--- src/rtl/namco_wsg_pkg.sv ---
// Shared definitions for the N-voice Namco wave sound generator:
// FSM states, register offsets and width helpers.
package namco_wsg_pkg;

    typedef enum logic [2:0] {
        ST_IDLE = 3'd0,
        ST_ADDR = 3'd1,
        ST_WAIT = 3'd2,
        ST_MAC  = 3'd3,
        ST_OUT  = 3'd4
    } wsg_state_t;

    localparam logic [2:0] REG_FREQ0 = 3'd0;
    localparam logic [2:0] REG_FREQ1 = 3'd1;
    localparam logic [2:0] REG_FREQ2 = 3'd2;
    localparam logic [2:0] REG_FREQ3 = 3'd3;
    localparam logic [2:0] REG_FREQ4 = 3'd4;
    localparam logic [2:0] REG_WAVE  = 3'd5;
    localparam logic [2:0] REG_VOL   = 3'd6;
    localparam logic [2:0] REG_RSVD  = 3'd7;

    // Mix accumulator: 8-bit products summed over all voices.
    function automatic int unsigned sum_width(input int unsigned voices);
        return 8 + $clog2(voices);
    endfunction

    function automatic int unsigned voice_idx_w(input int unsigned voices);
        return (voices > 1) ? $clog2(voices) : 1;
    endfunction

    function automatic int unsigned addr_w(input int unsigned voices);
        return $clog2(voices) + 3;
    endfunction

endpackage

--- src/rtl/namco_wsg_regs.sv ---
// Per-voice frequency/wave/volume register file with nibble write decode
// and a combinational read port for the voice being serviced.
module namco_wsg_regs
    import namco_wsg_pkg::*;
#(
    parameter int unsigned VOICES = 3,
    parameter int unsigned ACC_W  = 20
) (
    input  logic                              i_clk,
    input  logic                              i_rst_n,
    input  logic                              i_wr,
    input  logic [addr_w(VOICES)-1:0]         i_ad,
    input  logic [3:0]                        i_di,
    input  logic [voice_idx_w(VOICES)-1:0]    i_rd_v,
    output logic [ACC_W-1:0]                  o_freq,
    output logic [2:0]                        o_wave,
    output logic [3:0]                        o_vol
);

    localparam int unsigned AW  = addr_w(VOICES);
    localparam int unsigned VIW = voice_idx_w(VOICES);

    logic [ACC_W-1:0] r_freq [VOICES];
    logic [2:0]       r_wave [VOICES];
    logic [3:0]       r_vol  [VOICES];

    logic [AW-1:0]    w_vsel;
    logic [VIW-1:0]   w_voice;
    logic [2:0]       w_reg;
    logic             w_hit;
    logic [ACC_W-1:0] w_nib_data;
    logic [ACC_W-1:0] w_nib_mask;

    assign w_vsel  = i_ad >> 3;
    assign w_voice = VIW'(w_vsel);
    assign w_reg   = i_ad[2:0];
    assign w_hit   = i_wr && (32'(w_vsel) < VOICES) && (w_reg != REG_RSVD);

    // Nibbles lying above ACC_W fall off in the truncating cast.
    assign w_nib_data = ACC_W'({16'b0, i_di}  << {w_reg, 2'b00});
    assign w_nib_mask = ACC_W'({16'b0, 4'hF} << {w_reg, 2'b00});

    always_ff @(posedge i_clk or negedge i_rst_n) begin
        if (!i_rst_n) begin
            for (int unsigned v = 0; v < VOICES; v++) begin
                r_freq[v] <= '0;
                r_wave[v] <= '0;
                r_vol[v]  <= '0;
            end
        end else if (w_hit) begin
            for (int unsigned v = 0; v < VOICES; v++) begin
                if (w_voice == VIW'(v)) begin
                    case (w_reg)
                        REG_WAVE: r_wave[v] <= i_di[2:0];
                        REG_VOL:  r_vol[v]  <= i_di;
                        default:  r_freq[v] <= (r_freq[v] & ~w_nib_mask) | w_nib_data;
                    endcase
                end
            end
        end
    end

    assign o_freq = r_freq[i_rd_v];
    assign o_wave = r_wave[i_rd_v];
    assign o_vol  = r_vol[i_rd_v];

endmodule

--- src/rtl/namco_wsg_nv.sv ---
// N-voice time-multiplexed wavetable synthesiser: one frame per sample tick
// walks every voice through ADDR/WAIT/MAC, then mixes and strobes the result.
module namco_wsg_nv
    import namco_wsg_pkg::*;
#(
    parameter int unsigned VOICES  = 3,
    parameter int unsigned ACC_W   = 20,
    parameter int unsigned DIV     = 500,
    parameter int unsigned MIX_SAT = 0
) (
    input  logic                      MCLK,
    input  logic                      RESET_N,
    input  logic                      EN,
    input  logic                      WR,
    input  logic [addr_w(VOICES)-1:0] AD,
    input  logic [3:0]                DI,
    output logic [7:0]                WAVEAD,
    input  logic [3:0]                WAVEDT,
    output logic [7:0]                PCMOUT,
    output logic                      PCMSTB
);

    localparam int unsigned VIW = voice_idx_w(VOICES);
    localparam int unsigned SW  = sum_width(VOICES);
    localparam int unsigned SH  = $clog2(VOICES);
    localparam int unsigned DW  = $clog2(DIV);

    wsg_state_t       r_state;
    logic [DW-1:0]    r_div;
    logic [VIW-1:0]   r_v;
    logic [SW-1:0]    r_sum;
    logic [ACC_W-1:0] r_acc [VOICES];
    logic [7:0]       r_wavead;
    logic [7:0]       r_pcm;

    logic [ACC_W-1:0] w_freq;
    logic [2:0]       w_wave;
    logic [3:0]       w_vol;
    logic [ACC_W-1:0] w_acc;
    logic [7:0]       w_prod;
    logic [7:0]       w_mix;
    logic             w_tick;
    logic             w_last;
    logic             w_sat;

    namco_wsg_regs #(
        .VOICES (VOICES),
        .ACC_W  (ACC_W)
    ) u_regs (
        .i_clk   (MCLK),
        .i_rst_n (RESET_N),
        .i_wr    (WR),
        .i_ad    (AD),
        .i_di    (DI),
        .i_rd_v  (r_v),
        .o_freq  (w_freq),
        .o_wave  (w_wave),
        .o_vol   (w_vol)
    );

    // Tick fires on the wrap edge, so the first frame starts DIV cycles after reset.
    assign w_tick = (r_div == DW'(DIV - 1));
    assign w_last = (r_v == VIW'(VOICES - 1));
    assign w_acc  = r_acc[r_v];
    assign w_prod = 8'(WAVEDT) * 8'(w_vol);
    assign w_sat  = ((r_sum >> 8) != '0);

    always_comb begin
        if (MIX_SAT != 0) begin
            w_mix = w_sat ? 8'hFF : r_sum[7:0];
        end else begin
            w_mix = 8'(r_sum >> SH);
        end
    end

    always_ff @(posedge MCLK or negedge RESET_N) begin
        if (!RESET_N) begin
            r_state  <= ST_IDLE;
            r_div    <= '0;
            r_v      <= '0;
            r_sum    <= '0;
            r_wavead <= '0;
            r_pcm    <= '0;
            for (int unsigned v = 0; v < VOICES; v++) begin
                r_acc[v] <= '0;
            end
        end else begin
            r_div <= w_tick ? '0 : r_div + DW'(1);
            case (r_state)
                ST_IDLE: begin
                    if (w_tick) begin
                        r_state <= ST_ADDR;
                        r_v     <= '0;
                        r_sum   <= '0;
                    end
                end
                ST_ADDR: begin
                    r_wavead <= {w_wave, w_acc[ACC_W-1 -: 5]};
                    if (EN) begin
                        r_acc[r_v] <= w_acc + w_freq;
                    end
                    r_state <= ST_WAIT;
                end
                ST_WAIT: r_state <= ST_MAC;
                ST_MAC: begin
                    r_sum <= r_sum + SW'(w_prod);
                    if (w_last) begin
                        r_state <= ST_OUT;
                    end else begin
                        r_v     <= r_v + VIW'(1);
                        r_state <= ST_ADDR;
                    end
                end
                ST_OUT: begin
                    r_pcm   <= EN ? w_mix : '0;
                    r_state <= ST_IDLE;
                end
                default: r_state <= ST_IDLE;
            endcase
        end
    end

    assign WAVEAD = r_wavead;
    assign PCMOUT = r_pcm;
    assign PCMSTB = (r_state == ST_OUT);

endmodule

--- config.mk ---
export PLATFORM = sky130hd
export DESIGN_NAME = namco_wsg_nv
export DESIGN_NICKNAME = d
export VERILOG_FILES = /design/src/rtl/namco_wsg_pkg.sv /design/src/rtl/namco_wsg_regs.sv /design/src/rtl/namco_wsg_nv.sv
export SDC_FILE = /design/constraint.sdc
export NUM_CORES = 1
export LEC_CHECK = 0
export ABC_CLOCK_PERIOD_IN_PS = 6200
export CAP_MARGIN = 20
export CORE_MARGIN = 1.5
export CORE_UTILIZATION = 23
export CTS_BUF_LIST = sky130_fd_sc_hd__clkbuf_4
export DETAILED_ROUTE_END_ITERATION = 16
export MAX_ROUTING_LAYER = met4
export PLACE_DENSITY = 0.48
export SLEW_MARGIN = 20
export SYNTH_ARGS = -nofsm -noshare
export SYNTH_HDL_FRONTEND = slang
export SYNTH_SLANG_ARGS = --single-unit
--- constraint.sdc ---
create_clock -name MCLK -period 6.2 [get_ports MCLK]
set_input_delay 0.62 -clock MCLK [delete_from_list [all_inputs] [get_ports MCLK]]
set_output_delay 0.62 -clock MCLK [all_outputs]
set_load 0.02 [all_outputs]
==> flow_metrics.env, run 1 <==
export IMPL_arrival_ns=5.36
export IMPL_swShare=0.3143
export IMPL_syn_area_per_cell_um2=10.41
export IMPL_final_nets=1012
export IMPL_clockRootBuffer="clkbuf_4"
export IMPL_die_height_um=207.6
export IMPL_synth_edf_count=0
export IMPL_synth_fp_nets=993
export IMPL_hp_class="in -> async"
export IMPL_dieArea_mm2=0.04311
export IMPL_p_comb_frac=0.193
export IMPL_period_minus_slack_ns=4.857
export IMPL_drc_errors=0
export IMPL_grt_ovfl_total=0
export IMPL_grt_usage=0.1085
export IMPL_cp_cell_sequence="inv_1, nor2_4, nand2_1, o21ai_0, nand2_1, fa_1, fa_1, fa_1, inv_1, ha_1, a21o_1, a21o_1, a2111oi_0, nor3_1, a21oi_1, o221ai_1, o31ai_1"
export IMPL_pwr_share_seq=0.526
export IMPL_drt_initial_drc_count=341
export IMPL_power_density_mw_per_mm2=232.8
export IMPL_worst_pin_slew_ns=0.9287
export IMPL_ys_seq_elements=181
export IMPL_diodes=0
export IMPL_placementRows=74
export IMPL_p_clk_frac=0.281
export IMPL_io_pins=34
export IMPL_cp_max_fo=12
export IMPL_cts_tree="done"
export IMPL_finalClockSkew_ns=0.04737
export IMPL_end_kind="register"
export IMPL_vias=6540
export IMPL_setup_tns_final_ns=0
export IMPL_synth_top_flop_cell="dfrtp_1"
export IMPL_reg2reg_from="r_v[0]$_DFFE_PN0P_"
export IMPL_worstSetupPathType="reg -> reg"
export IMPL_place_congestion=0.7992
export IMPL_cts_buffer_depth=2
export IMPL_ys_async_sr_fraction=1.000
export IMPL_syn_area_mm2=0.009630
export IMPL_max_stage_delay_ns=0.59
export IMPL_fin_crit_sh=0.7833
export IMPL_ys_seq_area_frac=0.4703
export IMPL_ys_warn_count=0
export IMPL_final_setup_viol_count=0
export IMPL_firstDrtPassIters=6
export IMPL_cts_setup_buffers=0
export IMPL_grt_setup_unrepaired="no"
export IMPL_slew_violations=0
export IMPL_dp_hpwl_um=14930
export IMPL_syn_to_final_growth_pct=12.41
export IMPL_postCtsHoldBufs=0
export IMPL_leakage_uw=0.004832
export IMPL_syn_instance_count=925
export IMPL_postRouteAntennaNets=0
export IMPL_cts_buffers=17
export IMPL_switchingPower_uw=792.2
export IMPL_htree_levels=4
export IMPL_avgRoutedWirePerCell_um=14.78
export IMPL_cap_violations=0
export IMPL_portBuffers=33
export IMPL_drt_vias_per_instance=4.392
export IMPL_grt_start_max_net_pins=76
export IMPL_core_region_area_mm2=0.04111
export IMPL_clk_pin_slew_ns=0.18
export IMPL_cts_sinks=181
export IMPL_grt_pass1_vias=6552
export IMPL_initial_core_util=0.2343
export IMPL_synthDistinctLibCells=55
export IMPL_utilization=0.2633
export IMPL_cpMaxStageDelayCell="dfrtp_1"
export IMPL_hold_viol_final=0
export IMPL_worstSkewPairLatency_ns=0.59
export IMPL_critical_path_required_ns=6.71
export IMPL_fmax_mhz=205.9
export IMPL_finalWirelength_um=22010
export IMPL_slew_headroom=0.3809
export IMPL_critPathLaunchType="register"
export IMPL_p_int_uw=1729
export IMPL_cts_resized=0
export IMPL_cp_startpoint="r_v[0]$_DFFE_PN0P_"
export IMPL_grt_pass1_wl_um=36340
export IMPL_outcome="complete, no violations"
export IMPL_layout_drive_gt1_share=0.1641
export IMPL_fp_dieW_um=207.6
export IMPL_antenna_found_initial=0
export IMPL_peakVddDrop_uv=118.7
export IMPL_crit_top_cell="fa_1"
worst max-delay path: cells and delay by family (launching register included):
family / cells / cell delay [ns]
AO/OA/AOI/OAI: 7 / 1.44
buffers and inverters: 2 / 0.23
adder cells (fa/ha/maj): 4 / 1.88
AND/OR/NAND/NOR: 4 / 0.63
flip-flops: 1 / 0.59
final timing paths:
| kind | to | slack, ns | cells after the start |
|---|---|---|---|
| max | r_sum[9]$_DFFE_PN0P_ | 1.34 | 17 |
| min in group MCLK | r_acc[40]$_DFFE_PN0P_ | 0.49 | 2 |
| max in group asynchronous | u_regs.r_vol[7]$_DFFE_PN0P_ | 4.82 | 2 |
| max reg2reg | r_sum[9]$_DFFE_PN0P_ | 1.34 | 17 |
| min reg2reg | r_acc[40]$_DFFE_PN0P_ | 0.49 | 2 |
| min | WAVEAD[4]$_DFFE_PN0N_ | 0.06 | 1 |
stage by stage:
step	setup slack (ns)	total power, uW	cell area, um2	std cells	hold WS, ns
floorplan	1.792	1697	9630	925	0.3244
global placement	1.444	1836	10510	1457	0.4573
detailed placement	1.361	1843	10510	1457	0.4627
finish	1.343	2521	10830	1489	0.05682
global route	0.9102	2676	10830	1489	0.06407
CTS	1.329	2560	10830	1489	0.05554
power by group through the flow:
stage	registers [uW]	logic [uW]	clock network, uW
floorplan	1340	361	0
global placement	1350	489	0
detailed placement	1350	493	0
CTS	1330	496	738
global route	1340	550	786
finish	1330	486	709
placed cells by master (no fill, tap or decap), types with 5 or more instances in the layout:
| cell | Yosys | layout |
|---|---|---|
| a21o_1 | 10 | 10 |
| a21oi_1 | 32 | 32 |
| and2_1 | 15 | 15 |
| buf_4 | 0 | 6 |
| clkbuf_4 | 0 | 17 |
| clkdlybuf4s50_1 | 0 | 32 |
| dfrtp_1 | 181 | 180 |
| fa_1 | 10 | 10 |
| ha_1 | 41 | 41 |
| inv_1 | 28 | 28 |
| mux2_2 | 107 | 107 |
| mux2i_1 | 49 | 49 |
| nand2_1 | 177 | 177 |
| nand2b_1 | 5 | 5 |
| nand3_1 | 9 | 9 |
| nor2_1 | 46 | 45 |
| nor3_1 | 8 | 8 |
| o21ai_0 | 78 | 78 |
| xnor2_1 | 19 | 19 |
| xor2_1 | 11 | 11 |
cell families after synthesis:
kind of cell	share of synthesized area
muxes	0.1760
DFF	0.4703
AOI/OAI and AO/OA	0.09198
and+or+nand+nor	0.1320
buffers and inverters	0.02832
xor gates and xnor gates	0.02728
adders and majority gates	0.07405
synth_stat cells, types with 2 or more instances:
cell type / count / area share
o31ai_1: 3 / 0.0023
a211oi_1: 3 / 0.0023
nor3b_1: 3 / 0.0023
a31oi_1: 2 / 0.0013
inv_1: 28 / 0.011
nand3_1: 9 / 0.0047
and3_1: 3 / 0.0019
a21o_1: 10 / 0.0078
o21bai_1: 4 / 0.0031
a2111oi_0: 2 / 0.0018
mux2_2: 107 / 0.13
a21oi_1: 32 / 0.017
a22o_1: 4 / 0.0036
nand2_1: 177 / 0.069
nor3_1: 8 / 0.0042
buf_2: 10 / 0.0052
a41oi_1: 2 / 0.0018
mux2i_1: 49 / 0.051
and4_1: 2 / 0.0018
buf_1: 3 / 0.0012
or3_1: 2 / 0.0013
and2_1: 15 / 0.0097
dfrtp_1: 181 / 0.47
fa_1: 10 / 0.021
xnor2_1: 19 / 0.017
or3b_2: 2 / 0.0018
clkbuf_1: 24 / 0.0094
o21a_1: 2 / 0.0016
ha_1: 41 / 0.053
nand2b_1: 5 / 0.0032
xor2_1: 11 / 0.010
nor2_1: 46 / 0.018
o21ai_0: 78 / 0.041
nand3b_1: 4 / 0.0031
nor2b_1: 4 / 0.0026
sequential cells by signal, indices dropped and copies added (netlist names):
name / count
r_div: 9
u_regs.r_vol: 12
r_state: 3
WAVEAD: 8
u_regs.r_wave: 9
u_regs.r_freq: 60
r_sum: 10
r_v: 2
PCMOUT: 8
r_acc: 60
layout make-up:
class | count | area [um2]
fill | 4376 | 30280
multi-input combinational | 677 | 4836
sequential | 181 | 4531
tap | 532 | 665.6
timing repair buffer | 39 | 376.6
clock inverter | 15 | 183.9
clock buffer | 17 | 127.6
inverter | 28 | 105.1
metal layers:
layer / share of wire / up-vias / global-route usage / wire, um
met5: 0 / - / - / 0
met3: 0.028 / 8 / 0.01815 / 621
met4: 0.0067 / 0 / 0.02039 / 147
li1: - / 3217 / - / -
met1: 0.50 / 3253 / 0.1470 / 11060
met2: 0.46 / 62 / 0.1715 / 10190
Power figures use the tool's default switching activity.
==> run 2, diff against run 1 <==
- ABC_CLOCK_PERIOD_IN_PS: 6200 -> 4150
- PLACE_DENSITY: 0.48 -> 0.49
- clock period: 6.2 -> 4.15 ns (I/O delays scaled with it)
==> run 2 against run 1 <==
Effect of this change:
- die area unchanged
- final cell count up 1.4%
- via count up 1.8%
- setup slack worse by 1.2 ns
- critical path depth down 1
- register-to-register slack worse by 1.2 ns
- clock-buffer cell count up 1
- fmax up 21%
- first-iteration DRC count up 10%
- critical path type unchanged
==> flow_metrics.env, run 2 (same netlist as run 1, synthesis figures left out) <==
export IMPL_outcome="complete, no violations"
export IMPL_syn_to_final_growth_pct=14.81
export IMPL_grt_pass1_vias=6691
export IMPL_fp_dieW_um=207.6
export IMPL_grt_ovfl_total=0
export IMPL_place_congestion=0.7859
export IMPL_cp_max_fo=6
export IMPL_grt_start_max_net_pins=76
export IMPL_layout_commonest_cell="dfrtp_1"
export IMPL_slew_headroom=0.3915
export IMPL_place_inst=1471
export IMPL_peakVddDrop_uv=173.2
export IMPL_drc_errors=0
export IMPL_postRouteAntennaNets=0
export IMPL_top_regs="r_acc (60), u_regs.r_freq (60), u_regs.r_vol (12)"
export IMPL_arrival_ns=4.49
export IMPL_fmax_mhz=249.5
export IMPL_critical_path_required_ns=4.64
export IMPL_clk_pin_slew_ns=0.17
export IMPL_cpMaxStageDelayCell="fa_1"
export IMPL_r2r_setup_slack_ns=0.14
export IMPL_io_pins=34
export IMPL_layout_drive_gt1_share=0.1894
export IMPL_finalWirelength_um=22420
export IMPL_final_cell_mix="180 x dfrtp_1, 176 x nand2_1, 107 x mux2_2, 74 x o21ai_0, 49 x mux2i_1"
export IMPL_cts_buffer_depth=2
export IMPL_slew_violations=0
export IMPL_worst_pin_slew_ns=0.9127
export IMPL_grt_pass1_wl_um=37040
export IMPL_cap_violations=0
export IMPL_initial_core_util=0.2343
export IMPL_htree_levels=4
export IMPL_vias=6655
export IMPL_core_region_area_mm2=0.04111
export IMPL_worstSetupPathType="reg -> reg"
export IMPL_end_kind="register"
export IMPL_dp_hpwl_um=15180
export IMPL_firstDrtPassIters=5
export IMPL_cts_tree="done"
export IMPL_final_cells=1510
export IMPL_grt_usage=0.1110
export IMPL_final_setup_viol_count=0
export IMPL_cts_buffers=17
export IMPL_path_buf_inv=3
export IMPL_power_density_mw_per_mm2=348.2
export IMPL_hold_viol_final=0
export IMPL_antenna_found_initial=1
export IMPL_placementRows=74
export IMPL_clockRootBuffer="clkbuf_4"
export IMPL_period_minus_slack_ns=4.008
export IMPL_path_delay_family="adder cells"
export IMPL_setup_ws_ns=0.1423
export IMPL_portBuffers=33
export IMPL_dieArea_mm2=0.04311
export IMPL_post_place_ws_ns=-0.01284
export IMPL_max_stage_delay_ns=0.55
export IMPL_drt_initial_drc_count=376
export IMPL_die_height_um=207.6
export IMPL_drt_vias_per_instance=4.407
export IMPL_final_nets=1032
export IMPL_fin_crit_sh=0.9657
export IMPL_cp_cell_sequence="mux2i_1, o21ai_2, nand2_2, fa_1, fa_1, fa_1, inv_1, ha_4, a21o_1, a21o_1, buf_4, buf_4, a21o_1, a21oi_2, xor2_1, o21ai_0"
export IMPL_finalClockSkew_ns=0.02940
export IMPL_setup_tns_final_ns=0
export IMPL_leakage_uw=0.004953
export IMPL_cts_sinks=181
export IMPL_hp_class="in -> async"
export IMPL_avgRoutedWirePerCell_um=14.85
export IMPL_worstSkewPairLatency_ns=0.59
export IMPL_critPathLaunchType="register"
[run 2: what timing repair did]
| item | in CTS | in global routing |
|---|---|---|
| setup buffers | 0 | 5 |
| hold endpoints to repair | 70 | 0 |
| endpoints found under the setup margin | 0 | 8 |
| resized for setup | 0 | 13 |
| hold buffers | 1 | 0 |
[run 2: report_power, final]
part | leakage, uW | switching [uW] | internal [uW]
Combinational | 0.00244 | 414 | 386
Sequential | 0.00235 | 71.8 | 1910
Clock | 0.000162 | 682 | 386
Total | 0.00495 | 1170 | 2680
[run 2: through the flow]
step                hold slack [ns]    util  area (um2)  power [uW]
detailed placement           0.4613  0.2591       10650        2786
global route                 0.4548  0.2690       11060        4097
global placement             0.4577  0.2591       10650        2776
floorplan                    0.1194       -        9667        2551
finish                       0.4418  0.2690       11060        3850
CTS                          0.4158  0.2666       10960        3878
[run 2: area by class of cell]
| cell class | instances | area, um2 |
|---|---|---|
| Tap cell | 532 | 665.6 |
| Multi-Input combinational cell | 677 | 4906 |
| Inverter | 28 | 105.1 |
| Fill cell | 4422 | 30050 |
| Clock buffer | 18 | 135.1 |
| Sequential cell | 181 | 4531 |
| Clock inverter | 14 | 166.4 |
| Antenna cell | 1 | 2.502 |
| Timing Repair Buffer | 59 | 545.5 |
[run 2: worst reg2reg max path, cell delays in order, from the launching register on]
cell     delay, ns
dfrtp_2       0.50
mux2i_1       0.15
o21ai_2       0.20
nand2_2       0.09
fa_1          0.55
fa_1          0.44
fa_1          0.52
inv_1         0.06
ha_4          0.24
a21o_1        0.17
a21o_1        0.20
buf_4         0.14
buf_4         0.13
a21o_1        0.18
a21oi_2       0.14
xor2_1        0.14
o21ai_0       0.08
[run 2: worst paths after layout]
| check | start | end | depth (start not counted) |
|---|---|---|---|
| worst max register to register | r_v[1]$_DFFE_PN0P_ | r_sum[7]$_DFFE_PN0P_ | 16 |
| max in group asynchronous | RESET_N | r_v[1]$_DFFE_PN0P_ | 3 |
| min in group MCLK | r_div[0]$_DFF_PN0_ | r_div[0]$_DFF_PN0_ | 1 |
| worst min-delay path | RESET_N | r_acc[33]$_DFFE_PN0P_ | 2 |
| worst min register to register | r_div[0]$_DFF_PN0_ | r_div[0]$_DFF_PN0_ | 1 |
| worst max-delay path | r_v[1]$_DFFE_PN0P_ | r_sum[7]$_DFFE_PN0P_ | 16 |
[run 2: metal layers]
layer | GRT usage | up-vias | routed length, um
met5 | - | - | 0
met1 | 0.1471 | 3306 | 11210
met3 | 0.01921 | 15 | 505
met2 | 0.1757 | 65 | 10450
li1 | - | 3269 | -
met4 | 0.02794 | 0 | 254
